===== config.mk =====
export PLATFORM = sky130hd
export DESIGN_NAME = peak_detect_multi
export DESIGN_NICKNAME = d
export VERILOG_FILES = /design/src/rtl/peak_detect_pkg.sv /design/src/rtl/peak_detect_multi_rd_tag_pipe.sv /design/src/rtl/peak_detect_multi.sv
export SDC_FILE = /design/constraint.sdc
export NUM_CORES = 1
export LEC_CHECK = 0
export BUFFER_PORTS_ARGS = -buffer_cell sky130_fd_sc_hd__buf_2
export CORE_MARGIN = 4
export CORE_UTILIZATION = 59
export CTS_CLUSTER_SIZE = 30
export DETAILED_ROUTE_END_ITERATION = 7
export HOLD_SLACK_MARGIN = 0.1
export PLACE_DENSITY = 0.91
export SLEW_MARGIN = 20
export SYNTH_ARGS = -nofsm -noshare
export SYNTH_HDL_FRONTEND = slang
export SYNTH_SLANG_ARGS = --single-unit

===== constraint.sdc =====
create_clock -name clk -period 16.2 [get_ports clk]
set_input_delay 3.24 -clock clk [delete_from_list [all_inputs] [get_ports clk]]
set_output_delay 3.24 -clock clk [all_outputs]
set_load 0.01 [all_outputs]

===== src/rtl/peak_detect_pkg.sv =====
// Shared types and default geometry for the multi-bin range peak detector.
package peak_detect_pkg;

    localparam int DEF_PT_W   = 10;
    localparam int DEF_BIN_W  = 4;
    localparam int DEF_POINTS = 2 ** DEF_PT_W;
    localparam int DEF_ADDR_W = DEF_BIN_W + DEF_PT_W;

    typedef enum logic [1:0] {
        IDLE  = 2'd0,
        SCAN  = 2'd1,
        DRAIN = 2'd2,
        FIN   = 2'd3
    } state_t;

    // Default-geometry tag layout; the top re-declares it at its own widths.
    typedef struct packed {
        logic                  valid;
        logic [DEF_BIN_W-1:0]  bin;
        logic [DEF_PT_W-1:0]   index;
        logic                  in_win;
        logic                  last;
    } tag_t;

endpackage


===== src/rtl/peak_detect_multi_rd_tag_pipe.sv =====
// Fixed-depth shift register that carries read tags alongside RAM read latency.
module rd_tag_pipe
    import peak_detect_pkg::*;
#(
    parameter type T     = tag_t,
    parameter int  DEPTH = 3
) (
    input  logic clk,
    input  logic rst,
    input  T     tag_i,
    output T     tag_o
);

    T stage_q [DEPTH];

    always_ff @(posedge clk or posedge rst) begin
        if (rst) begin
            for (int k = 0; k < DEPTH; k++) stage_q[k] <= '0;
        end else begin
            stage_q[0] <= tag_i;
            for (int k = 1; k < DEPTH; k++) stage_q[k] <= stage_q[k-1];
        end
    end

    assign tag_o = stage_q[DEPTH-1];

endmodule


===== src/rtl/peak_detect_multi.sv =====
// Scans NUM_BINS range bins, reporting the windowed peak plus both neighbours per bin.
module peak_detect_multi
    import peak_detect_pkg::*;
#(
    parameter int DATA_W   = 32,
    parameter int PT_W     = DEF_PT_W,
    parameter int NUM_BINS = 9,
    parameter int BIN_W    = DEF_BIN_W,
    parameter int RD_LAT   = 3
) (
    input  logic                  clk,
    input  logic                  rst,
    input  logic                  start,
    input  logic [PT_W-1:0]       win_lo,
    input  logic [PT_W-1:0]       win_hi,
    output logic                  rd_en,
    output logic [BIN_W+PT_W-1:0] rd_addr,
    input  logic [DATA_W-1:0]     rd_data,
    output logic                  pk_valid,
    output logic [BIN_W-1:0]      pk_bin,
    output logic [DATA_W-1:0]     pk_value,
    output logic [PT_W-1:0]       pk_index,
    output logic [DATA_W-1:0]     pk_left,
    output logic [DATA_W-1:0]     pk_right,
    output logic                  busy,
    output logic                  done,
    output logic                  cfg_err
);

    localparam logic [PT_W-1:0]  IDX_MAX  = {PT_W{1'b1}};
    localparam logic [BIN_W-1:0] BIN_LAST = BIN_W'(NUM_BINS - 1);

    typedef struct packed {
        logic             valid;
        logic [BIN_W-1:0] bin;
        logic [PT_W-1:0]  index;
        logic             in_win;
        logic             last;
    } pd_tag_t;

    state_t            state_q, state_d;
    logic [PT_W-1:0]   win_lo_q, win_lo_d, win_hi_q, win_hi_d;
    logic [PT_W-1:0]   r_lo_q, r_lo_d, r_hi_q, r_hi_d;
    logic [PT_W-1:0]   idx_q, idx_d;
    logic [BIN_W-1:0]  bin_q, bin_d;
    logic              cfg_err_q;
    logic              start_ok, start_bad;
    logic [PT_W-1:0]   r_lo_in, r_hi_in;

    logic              pk_valid_q;
    logic [BIN_W-1:0]  pk_bin_q;
    logic [DATA_W-1:0] pk_value_q, pk_left_q, pk_right_q;
    logic [PT_W-1:0]   pk_index_q;

    assign start_ok  = (state_q == IDLE) && start && (win_lo <= win_hi);
    assign start_bad = (state_q == IDLE) && start && (win_lo > win_hi);
    // Clamp before the +/-1 so the read range never wraps around the bin.
    assign r_lo_in   = (win_lo == '0) ? '0 : win_lo - PT_W'(1);
    assign r_hi_in   = (win_hi == IDX_MAX) ? IDX_MAX : win_hi + PT_W'(1);

    always_ff @(posedge clk or posedge rst) begin
        if (rst) begin
            state_q   <= IDLE;
            win_lo_q  <= '0;
            win_hi_q  <= '0;
            r_lo_q    <= '0;
            r_hi_q    <= '0;
            idx_q     <= '0;
            bin_q     <= '0;
            cfg_err_q <= 1'b0;
        end else begin
            state_q   <= state_d;
            win_lo_q  <= win_lo_d;
            win_hi_q  <= win_hi_d;
            r_lo_q    <= r_lo_d;
            r_hi_q    <= r_hi_d;
            idx_q     <= idx_d;
            bin_q     <= bin_d;
            cfg_err_q <= start_bad;
        end
    end

    always_comb begin
        state_d  = state_q;
        win_lo_d = win_lo_q;
        win_hi_d = win_hi_q;
        r_lo_d   = r_lo_q;
        r_hi_d   = r_hi_q;
        idx_d    = idx_q;
        bin_d    = bin_q;
        case (state_q)
            IDLE: begin
                if (start_ok) begin
                    state_d  = SCAN;
                    win_lo_d = win_lo;
                    win_hi_d = win_hi;
                    r_lo_d   = r_lo_in;
                    r_hi_d   = r_hi_in;
                    idx_d    = r_lo_in;
                    bin_d    = '0;
                end
            end
            SCAN: begin
                if (idx_q == r_hi_q) begin
                    idx_d = r_lo_q;
                    if (bin_q == BIN_LAST) state_d = DRAIN;
                    else                   bin_d   = bin_q + BIN_W'(1);
                end else begin
                    idx_d = idx_q + PT_W'(1);
                end
            end
            DRAIN: begin
                if (pk_valid_q && (pk_bin_q == BIN_LAST)) state_d = FIN;
            end
            FIN:     state_d = IDLE;
            default: state_d = IDLE;
        endcase
    end

    assign rd_en   = (state_q == SCAN);
    assign rd_addr = {bin_q, idx_q};
    assign busy    = (state_q == SCAN) || (state_q == DRAIN);
    assign done    = (state_q == FIN);
    assign cfg_err = cfg_err_q;

    pd_tag_t tag_in, tag_al;

    always_comb begin
        tag_in        = '0;
        tag_in.valid  = rd_en;
        tag_in.bin    = bin_q;
        tag_in.index  = idx_q;
        tag_in.in_win = (idx_q >= win_lo_q) && (idx_q <= win_hi_q);
        tag_in.last   = (idx_q == r_hi_q);
    end

    rd_tag_pipe #(
        .T     (pd_tag_t),
        .DEPTH (RD_LAT)
    ) u_tag_pipe (
        .clk   (clk),
        .rst   (rst),
        .tag_i (tag_in),
        .tag_o (tag_al)
    );

    logic [DATA_W-1:0] max_q, max_d, left_q, left_d, right_q, right_d, prev_q;
    logic [PT_W-1:0]   pidx_q, pidx_d;
    logic              rpend_q, rpend_d;
    logic              upd, emit;

    // The win_lo sample seeds the max so an all-zero bin still reports win_lo.
    assign upd  = tag_al.valid &&
                  ((tag_al.index == win_lo_q) || (tag_al.in_win && (rd_data > max_q)));
    assign emit = tag_al.valid && tag_al.last;

    always_comb begin
        max_d   = max_q;
        pidx_d  = pidx_q;
        left_d  = left_q;
        right_d = right_q;
        rpend_d = rpend_q;
        if (upd) begin
            max_d   = rd_data;
            pidx_d  = tag_al.index;
            left_d  = (tag_al.index == '0) ? '0 : prev_q;
            right_d = '0;
            rpend_d = (tag_al.index != IDX_MAX);
        end else if (tag_al.valid && rpend_q) begin
            right_d = rd_data;
            rpend_d = 1'b0;
        end
    end

    always_ff @(posedge clk or posedge rst) begin
        if (rst) begin
            max_q      <= '0;
            pidx_q     <= '0;
            left_q     <= '0;
            right_q    <= '0;
            rpend_q    <= 1'b0;
            prev_q     <= '0;
            pk_valid_q <= 1'b0;
            pk_bin_q   <= '0;
            pk_value_q <= '0;
            pk_index_q <= '0;
            pk_left_q  <= '0;
            pk_right_q <= '0;
        end else begin
            pk_valid_q <= emit;
            if (tag_al.valid) prev_q <= rd_data;
            if (emit) begin
                pk_bin_q   <= tag_al.bin;
                pk_value_q <= max_d;
                pk_index_q <= pidx_d;
                pk_left_q  <= left_d;
                pk_right_q <= right_d;
                max_q      <= '0;
                pidx_q     <= '0;
                left_q     <= '0;
                right_q    <= '0;
                rpend_q    <= 1'b0;
            end else begin
                max_q      <= max_d;
                pidx_q     <= pidx_d;
                left_q     <= left_d;
                right_q    <= right_d;
                rpend_q    <= rpend_d;
            end
        end
    end

    assign pk_valid = pk_valid_q;
    assign pk_bin   = pk_bin_q;
    assign pk_value = pk_value_q;
    assign pk_index = pk_index_q;
    assign pk_left  = pk_left_q;
    assign pk_right = pk_right_q;

endmodule


==> results of run 1 <==
## cells by family (layout without fill, tap and decap cells)
| family | count (synthesis) | in the layout | synth area share (%) |
|---|---|---|---|
| and+or+nand+nor | 409 | 409 | 12.0 |
| DFF | 358 | 358 | 55.0 |
| buffers and inverters | 189 | 347 | 5.26 |
| muxes | 80 | 80 | 5.23 |
| xor gates and xnor gates | 38 | 38 | 2.04 |
| other | 0 | 1 | 0 |
| AOI/OAI and AO/OA | 358 | 358 | 15.0 |
| adders and majority gates | 71 | 71 | 5.46 |
## final timing paths
path	cells after the start	startpoint	end
setup / recovery	10	rd_data[23]	max_q[8]$_DFF_PP0_
hold / removal	0	u_tag_pipe.stage_q[34]$_DFF_PP0_	u_tag_pipe.stage_q[17]$_DFF_PP0_
setup reg to reg	10	max_q[23]$_DFF_PP0_	max_q[8]$_DFF_PP0_
hold reg to reg	0	u_tag_pipe.stage_q[34]$_DFF_PP0_	u_tag_pipe.stage_q[17]$_DFF_PP0_
max in group asynchronous	4	rst	u_tag_pipe.tag_o[16]$_DFF_PP0_
min in group asynchronous	2	rst	right_q[31]$_DFF_PP0_
## worst max-delay path: cells and delay by family
family / cells / cell delay (ps)
buffers and inverters: 2 / 760
and+or+nand+nor: 3 / 1170
AOI/OAI and AO/OA: 4 / 1340
adders and majority gates: 1 / 320
## per-stage QoR
step,worst slack (ps),hold slack (ps),area [sq um]
3_5_place_dp,9300,335,17200
6_report,9800,340,18500
2_1_floorplan,3030,331,16300
3_3_place_gp,9450,332,17200
4_1_cts,9840,339,18500
5_1_grt,9550,344,18500
## cell type report
type / instances / area [sq um]
multi-input cells: 956 / 6520
repair buffers: 196 / 1030
inverters: 84 / 324
clock buffers: 54 / 1100
fillers: 1920 / 8500
clock inverters: 13 / 160
diodes: 1 / 2.50
well taps: 341 / 427
flip-flops and latches: 358 / 8960
## cell usage after synthesis (all sizes together), types with 4 or more instances
cell | instances | area (sq um)
and2 | 35 | 219
nor3 | 15 | 86.3
nor2 | 108 | 405
nand2b | 7 | 43.8
xor2 | 24 | 210
a21oi | 117 | 586
clkbuf | 57 | 214
a211oi | 9 | 67.6
xnor2 | 14 | 123
a22o | 43 | 377
dfrtp | 358 | 8960
nor2b | 10 | 62.6
and3 | 38 | 243
o21ai | 84 | 424
nand4 | 19 | 131
nand2 | 148 | 556
ha | 71 | 888
a311o | 37 | 370
mux2 | 41 | 462
nand3 | 13 | 77.6
nor4 | 10 | 68.8
a32o | 33 | 330
mux2i | 39 | 390
buf | 48 | 327
o31ai | 4 | 30.0
inv | 84 | 315
a221oi | 6 | 52.6
a31oi | 4 | 25.0
## flip-flops by register name, indices dropped and copies added (netlist names), 17 cells and up
| register | count |
|---|---|
| u_tag_pipe.stage_q | 34 |
| left_q | 32 |
| max_q | 32 |
| pk_left | 32 |
| pk_right | 32 |
| pk_value | 32 |
| prev_q | 32 |
| right_q | 32 |
| u_tag_pipe.tag_o | 17 |
## power groups by stage
stage | combinational (mW) | clock [mW] | sequential (mW)
6_report | 0.197 | 0.866 | 0.996
5_1_grt | 0.224 | 0.917 | 1.00
4_1_cts | 0.199 | 0.878 | 0.995
3_5_place_dp | 0.196 | 0 | 1.01
3_3_place_gp | 0.181 | 0 | 1.01
2_1_floorplan | 0.148 | 0 | 0.987
## cell usage in the layout, fill, tap and decap left out, types with 4 or more instances in the layout
cell type,instances
dfrtp_1,357
buf_2,183
nand2_1,146
a21oi_1,117
nor2_1,108
o21ai_0,82
inv_1,82
ha_1,71
a22o_1,43
mux2_2,41
mux2i_1,39
clkbuf_16,38
and3_1,37
a311o_1,37
and2_1,35
a32o_1,33
xor2_1,24
nand4_1,17
xnor2_1,14
nor3_1,14
nand3_1,12
buf_4,12
nor4_1,9
nor2b_1,9
a211oi_1,9
clkbuf_8,9
clkinv_2,7
nand2b_1,7
clkbuf_1,7
a221oi_1,6
a31oi_1,4
o31ai_1,4
## metal layers
layer / vias to the layer above / GRT usage, % / routed length, um
li1: 5547 / - / -
met1: 6137 / 34.4 / 16200
met2: 450 / 43.5 / 19500
met3: 103 / 4.33 / 2570
met4: 0 / 9.63 / 1310
met5: - / 0 / 0
==> qor.txt, run 1 <==
EDFF count, synth - 0
Post-synth cell types - 59
Core area - 0.0270 sq mm
GP Congestion - 0.851
Global-route wire length before repair - 65,000 um
Clk buf depth - 3
RSZ-0062 raised after global routing - false
Initial antenna violation count - 1
Cell Rows - 60
Gr usage total - 26.0%
Total leakage power - 9.11 nW
Port bufs - 183
Final Util - 68.6%
Net Switching - 516 uW
GRT overflow - 0
Critical path fanouts, max - 52
WL per Instance - 19.8 um
Via count - 12,237
Post-Place Cells - 1,934
Seq/Total Area, Yosys - 55.0%
Crit path largest cell delay - 690 ps
Worst min path class - reg -> reg
CP arrival - 6850 ps
Clk slew on worst S/H paths - 60 ps
I/O Pins - 184
Setup TNS - 0 ps
Drt first-iter violations - 1,012
Residual DRC - 0
CTS H-Tree Depth - 2
Async SR Flop Fraction - 100%
Post-route ant nets - 0
Internal Pwr Total - 1.54 mW
Worst-margin pin slew - 984 ps
Sequential power share - 48.4%
Vias in the first global route - 12,439
Max Clock Freq - 156 MHz
PD cells - 111 mW/mm^2
Final #Nets - 1,759
CTS Hold Bufs - 0
Mapped Cells - 1,503
Slowest cell on crit path - o21ai_4
Max Cap Viol - 0
Comb pwr share - 9.6%
Initial Utilization - 60.2%
WS Path Type - in -> reg
Mapped Area - 0.0163 sq mm
Area grow syn2layout - 13.8%
Critical-path cell list - buf_2, ha_1, nand4_1, nor4_2, a31oi_1, a21bo_2, nand3_4, o21ai_4, buf_4, a22o_1
HPWL Detailed - 25,400 um
Outcome - completed
Final Cycle Share - 39.5%
Worst EP required - 16,650 ps
Clk sinks - 358
Final hold vios - 0
Slew Limit Fails - 0
# resized after CTS - 0
Element type at the critical path end - flip-flop
Crit path launch type - input port
Avg Inst Size Synth - 10.8 sq um
Prevailing post-synth register cell - dfrtp_1
Clock share of power - 42.1%
Share of cells above drive strength 1 - 19.1%
Vias per inst - 6.11
Die width - 174 um
CTS root buf - clkbuf_16
Die H - 174 um
Seq cells post-synth - 358
CTS Buf Count - 37
Die Area - 0.0303 sq mm
# setup viols final - 0
Syn_nets - 1,629
Worst reg-to-reg setup slack - 12,220 ps
Non-filler cells, final - 2,003
Max VDD drop - 0.0000606 V
Switch share - 25.0%
Largest net degree at the start of global routing - 144
Final Critical Period - 6400 ps
Yosys Warn Count - 0
Post-CTS Setup Bufs - 0
CTS tree - built
DRT Pass-1 Iters - 5
Drt total wl - 39,600 um
Tot Pwr - 2.06 mW
Slew margin rel. - 34.2%
Clock Skews - 28.1 ps
Clock Latency Late Sink - 520 ps
Note: power is estimated with default switching activity, not from simulation.
==> inputs of run 2 (changes only) <==
Settings changed: CORE_UTILIZATION 59 to 53, PLACE_DENSITY 0.91 to 0.87.
Clock period 16.2 ns to 5.7 ns, I/O delays scaled along.
==> run 2 against run 1 <==
Against the previous run: clock skew barely moved; critical path type unchanged; critical endpoint is now max_q[30]$_DFF_PP0_; design area rose by 1.3%; routed wire length rose by 2.9%; die area rose by 11%; largest cell class unchanged; power rose to 3.0 times the previous value; via count rose by 0.48%.
==> qor.txt, run 2 (synthesis gave the netlist of run 1 again) <==
Hold depth - 0
WL per Instance - 19.8 um
Vias per inst - 5.98
Post-route ant nets - 0
HPWL Detailed - 26,100 um
Non-filler cells, final - 2,057
Element type at the critical path end - flip-flop
Global-route wire length before repair - 65,800 um
Max Cap Viol - 0
Start point of the worst hold path - u_tag_pipe.stage_q[18]$_DFF_PP0_
CTS root buf - clkbuf_16
Share of cells above drive strength 1 - 19.4%
Drt total wl - 40,700 um
GRT overflow - 0
Post-CTS Setup Bufs - 0
Critical path fanouts, max - 51
I/O Pins - 184
Clock Latency Late Sink - 520 ps
# resized after CTS - 0
Die Area - 0.0336 sq mm
Residual DRC - 0
Initial antenna violation count - 1
CTS tree - built
CTS Hold Bufs - 0
Vias in the first global route - 12,690
Max reg flops - 34
Max Clock Freq - 247 MHz
RSZ-0062 raised after global routing - false
CP arrival - 4500 ps
PD cells - 324 mW/mm^2
Final hold vios - 0
Gr usage total - 23.9%
Setup TNS - 0 ps
Clk slew on worst S/H paths - 60 ps
Clock Skews - 28.4 ps
DRT Pass-1 Iters - 5
Final Cycle Share - 71.1%
Core area - 0.0300 sq mm
Slew margin rel. - 25.3%
Worst-margin pin slew - 1120 ps
Clk sinks - 358
Final #Nets - 1,764
Hold_ws - 341 ps
Commonest cells after routing, fill and taps aside - dfrtp_1 (357), buf_2 (183), nand2_1 (146)
Initial Utilization - 54.3%
Filler instances - 2,345
Tot Pwr - 6.09 mW
Largest net degree at the start of global routing - 176
Drt first-iter violations - 952
CTS Buf Count - 38
Critical R2R Launch - max_q[23]$_DFF_PP0_
Critical path origin - rd_data[23]
Worst EP required - 6150 ps
Slew Limit Fails - 0
Die width - 183 um
Via count - 12,296
GP Congestion - 0.871
Final Critical Period - 4050 ps
Most flops, register - u_tag_pipe.stage_q
Clk buf depth - 3
Design area - 0.0188 sq mm
# setup viols final - 0
Cell Rows - 63
Area grow syn2layout - 15.3%
Crit path launch type - input port
Most common cell after layout, fill and taps aside - dfrtp_1
Port bufs - 183
Worst min path class - reg -> reg
Total leakage power - 9.19 nW
CTS H-Tree Depth - 2
WS Path Type - in -> reg
Placed cell area - 0.0173 sq mm
Outcome - completed
R2r worst-path depth - 10
Post-Place Cells - 1,986
Die H - 183 um
Max VDD drop - 0.000226 V
-- run 2: power by group --
group	total [mW]	internal, mW	leakage (nW)	switching, mW
registers	2.82	2.67	4.46	0.155
logic	0.568	0.240	4.06	0.328
clock network	2.70	1.70	0.677	1.00
-- run 2: final timing paths --
check | slack, ps | to
min | 340 | u_tag_pipe.tag_o[1]$_DFF_PP0_
min in group asynchronous | 680 | pk_value[31]$_DFFE_PP0P_
max in group asynchronous | 3680 | u_tag_pipe.tag_o[16]$_DFF_PP0_
max reg2reg | 1970 | max_q[30]$_DFF_PP0_
max | 1650 | max_q[30]$_DFF_PP0_
min reg2reg | 340 | u_tag_pipe.tag_o[1]$_DFF_PP0_
-- run 2: through the flow --
step,utilization [%],setup slack [ps]
after CTS,62.5,1670
after global placement,57.9,1230
after floorplan,-,-238
after detailed placement,57.9,1190
final,62.7,1650
after global routing,62.7,1450
-- run 2: area by class of cell --
type,instances,area (sq um),area share [%]
Clock inverter,17,295,1.57
Antenna cell,1,2.50,0.0133
Tap cell,390,488,2.60
Clock buffer,51,1080,5.76
Inverter,84,320,1.71
Multi-Input combinational cell,956,6520,34.7
Sequential cell,358,8960,47.7
Timing Repair Buffer,200,1110,5.91
-- run 2: critical path: stages --
cell	delay, ps
buf_2	130
ha_1	320
nand4_1	270
nor4_2	390
a31oi_1	160
a21bo_2	250
nand3_4	460
o21ai_4	740
buf_12	340
a22o_1	200
-- run 2: per-layer routing --
metal / part of all wire (%) / up-vias / wire (um) / global-route usage [%]
li1: - / 5551 / - / -
met1: 41 / 6185 / 16500 / 31.4
met2: 50 / 461 / 20200 / 40.3
met3: 6.5 / 99 / 2640 / 4.28
met4: 3.3 / 0 / 1340 / 8.58
met5: 0 / - / 0 / 0
==> inputs of run 3 (changes only) <==
Settings changed: ABC_AREA set to 1, CORE_UTILIZATION 53 to 59, PLACE_DENSITY 0.87 to 0.91.
Clock period 5.7 ns to 3.9 ns, I/O delays scaled along.
==> run 3 against run 2 <==
Against the previous run: routed wire length up 4.9%; sequential share of layout area down 0.70 points; utilization up 5.7 points; via count up 14%; synthesized area up 2.5%; die area down 7.6%; sequential cell count unchanged; register-to-register slack worse by 1100 ps; critical endpoint is now pk_index[2]$_DFFE_PP0P_.
==> qor.txt, run 3 <==
Most frequent cell after synthesis - nand2_1
Post-synth cell types - 36
CTS tree - built
Mapped Cells - 1,989
Internal Pwr Total - 8.31 mW
Net Switching - 4.59 mW
Avg Inst Size Synth - 8.39 sq um
WL per Instance - 16.9 um
Post-route ant nets - 0
Die Area - 0.0310 sq mm
Most common cell after layout, fill and taps aside - nand2_1
Final hold vios - 0
Slew Limit Fails - 0
Clock Latency Late Sink - 520 ps
Die width - 176 um
DRT Pass-1 Iters - 6
Final Cycle Share - 78.7%
Largest net degree at the start of global routing - 118
Top-area cell type share of the netlist area - 53.7%
Gr usage total - 27.4%
Final Critical Period - 3070 ps
Max Cap Viol - 0
Final Util - 68.4%
Commonest cells after routing, fill and taps aside - nand2_1 (579), dfrtp_1 (357), inv_1 (199)
# resized after CTS - 0
Worst min path class - reg -> reg
RSZ-0062 raised after global routing - false
CTS root buf - clkbuf_16
Yosys Warn Count - 0
Max reg flops - 34
Worst EP required - 4290 ps
Slew margin rel. - 41.1%
Cell Rows - 61
Port bufs - 183
Prevailing post-synth register cell - dfrtp_1
Max VDD drop - 0.000512 V
Initial Utilization - 59.9%
Syn_nets - 2,115
Global-route wire length before repair - 69,600 um
Total leakage power - 10.1 nW
Async SR Flop Fraction - 100%
Initial antenna violation count - 4
CP arrival - 3460 ps
Mapped Area - 0.0167 sq mm
Pre-CTS WS - 509 ps
Met2 usage - 44.2%
GP Congestion - 0.915
Core area - 0.0279 sq mm
Top cells by area, synth - dfrtp_1 (54%), nand2_1 (13%), ha_1 (5.3%)
# setup viols final - 0
Outcome - completed
Clk slew on worst S/H paths - 60 ps
WS Path Type - reg -> reg
Worst reg-to-reg setup slack - 830 ps
Clk buf depth - 3
Filler instances - 2,032
Die H - 176 um
Max Clock Freq - 326 MHz
Most flops, register - u_tag_pipe.stage_q
Post-synthesis cell type with the largest combined area - dfrtp_1
PD cells - 677 mW/mm^2
CTS Hold Bufs - 0
Drt first-iter violations - 1,353
Seq/Total Area, Yosys - 53.7%
Hold_ws - 344 ps
Tot Pwr - 12.9 mW
Share of cells above drive strength 1 - 13.4%
Clock share of power - 27.8%
Final #Nets - 2,251
Vias in the first global route - 13,856
CTS Buf Count - 37
Vias per inst - 5.56
Worst-margin pin slew - 883 ps
GRT overflow - 0
Most frequent cells after synthesis - nand2_1 (581), dfrtp_1 (358), inv_1 (200), nor2_1 (193), nand3_1 (173)
Switch share - 35.6%
Post-CTS Setup Bufs - 0
I/O Pins - 184
Sequential power share - 43.3%
Drt total wl - 42,700 um
HPWL Detailed - 27,700 um
Worst setup margin - 833 ps
EDFF count, synth - 0
Residual DRC - 0
Met3 Use GR - 5.37%
Sequential cell area - 0.00896 sq mm
Element type at the critical path end - flip-flop
Comb pwr share - 28.9%
CTS H-Tree Depth - 2
Clock Skews - 26.8 ps
GRT busiest layer - met2
Seq cells post-synth - 358
GR Util met1 - 36.6%
Critical path fanouts, max - 75
Crit path launch type - flip-flop
Clk sinks - 358
Area grow syn2layout - 14.2%
Area of the multi-input gates - 0.00643 sq mm
Via count - 14,067
## run 3: changes by cell type after synthesis, moves of 46 or more
cell / previous run / this run
o21ai_0: 82 / 128
a21oi_1: 117 / 68
nand2_1: 148 / 581
nand3_1: 12 / 173
nor2_1: 108 / 193
inv_1: 84 / 200
## run 3: cell type report
cell class	instances	share of cell area, %
tap	378	2.48
timing repair buffer	204	6.18
clock inverter	8	0.492
inverter	201	4.01
antenna	3	0.0394
multi-input combinational	1323	33.7
sequential	358	47.0
clock buffer	56	6.03
## run 3: per-stage QoR
stage                     cells  instance area (sq um)  setup TNS, ps
after global routing       2530                  19100              0
after global placement     2464                  17800              0
final                      2531                  19100              0
after CTS                  2528                  19000              0
after detailed placement   2464                  17800              0
after floorplan            1989                  16700        -600830
## run 3: final timing paths
path | to | depth (start not counted) | startpoint
setup reg to reg | pk_index[2]$_DFFE_PP0P_ | 14 | max_q[23]$_DFF_PP0_
hold / removal | u_tag_pipe.stage_q[33]$_DFF_PP0_ | 0 | u_tag_pipe.stage_q[50]$_DFF_PP0_
max in group asynchronous | prev_q[16]$_DFFE_PP0P_ | 3 | rst
hold reg to reg | u_tag_pipe.stage_q[33]$_DFF_PP0_ | 0 | u_tag_pipe.stage_q[50]$_DFF_PP0_
setup / recovery | pk_index[2]$_DFFE_PP0P_ | 14 | max_q[23]$_DFF_PP0_
min in group asynchronous | u_tag_pipe.tag_o[5]$_DFF_PP0_ | 2 | rst
## run 3: logic make-up (layout without fill, tap and decap cells)
| family | count (synthesis) | count (layout) | synth area share, % |
|---|---|---|---|
| other | 0 | 3 | 0 |
| xor gates and xnor gates | 27 | 27 | 1.42 |
| DFF | 358 | 358 | 53.7 |
| and+or+nand+nor | 1006 | 1006 | 24.8 |
| buffers and inverters | 308 | 469 | 7.84 |
| AOI/OAI and AO/OA | 219 | 219 | 6.88 |
| adders and majority gates | 71 | 71 | 5.32 |
## run 3: worst max-delay path, stage by stage (launching register included)
cell and delay, ps:
dfrtp_1 320, inv_1 60, ha_1 300, nand2_1 90
nor2_1 210, nand4_1 130, nor2_1 270, nand2_1 90
nand2_1 80, nand2_2 60, nand2_4 70, buf_4 690
nand3_1 250, nand3_1 190, nand2_1 110
## run 3: power groups by stage
stage | combinational [mW] | sequential, mW | clock, mW
detailed placement | 3.61 | 5.60 | 0
global placement | 3.40 | 5.54 | 0
global route | 4.25 | 5.67 | 3.80
CTS | 3.71 | 5.56 | 3.63
finish | 3.73 | 5.58 | 3.59
floorplan | 2.61 | 5.45 | 0
## run 3: metal layers
metal,wire length [um],part of all wire (%)
met5,27,0.063
met4,1820,4.3
met3,3490,8.2
met2,20000,47
met1,17400,41
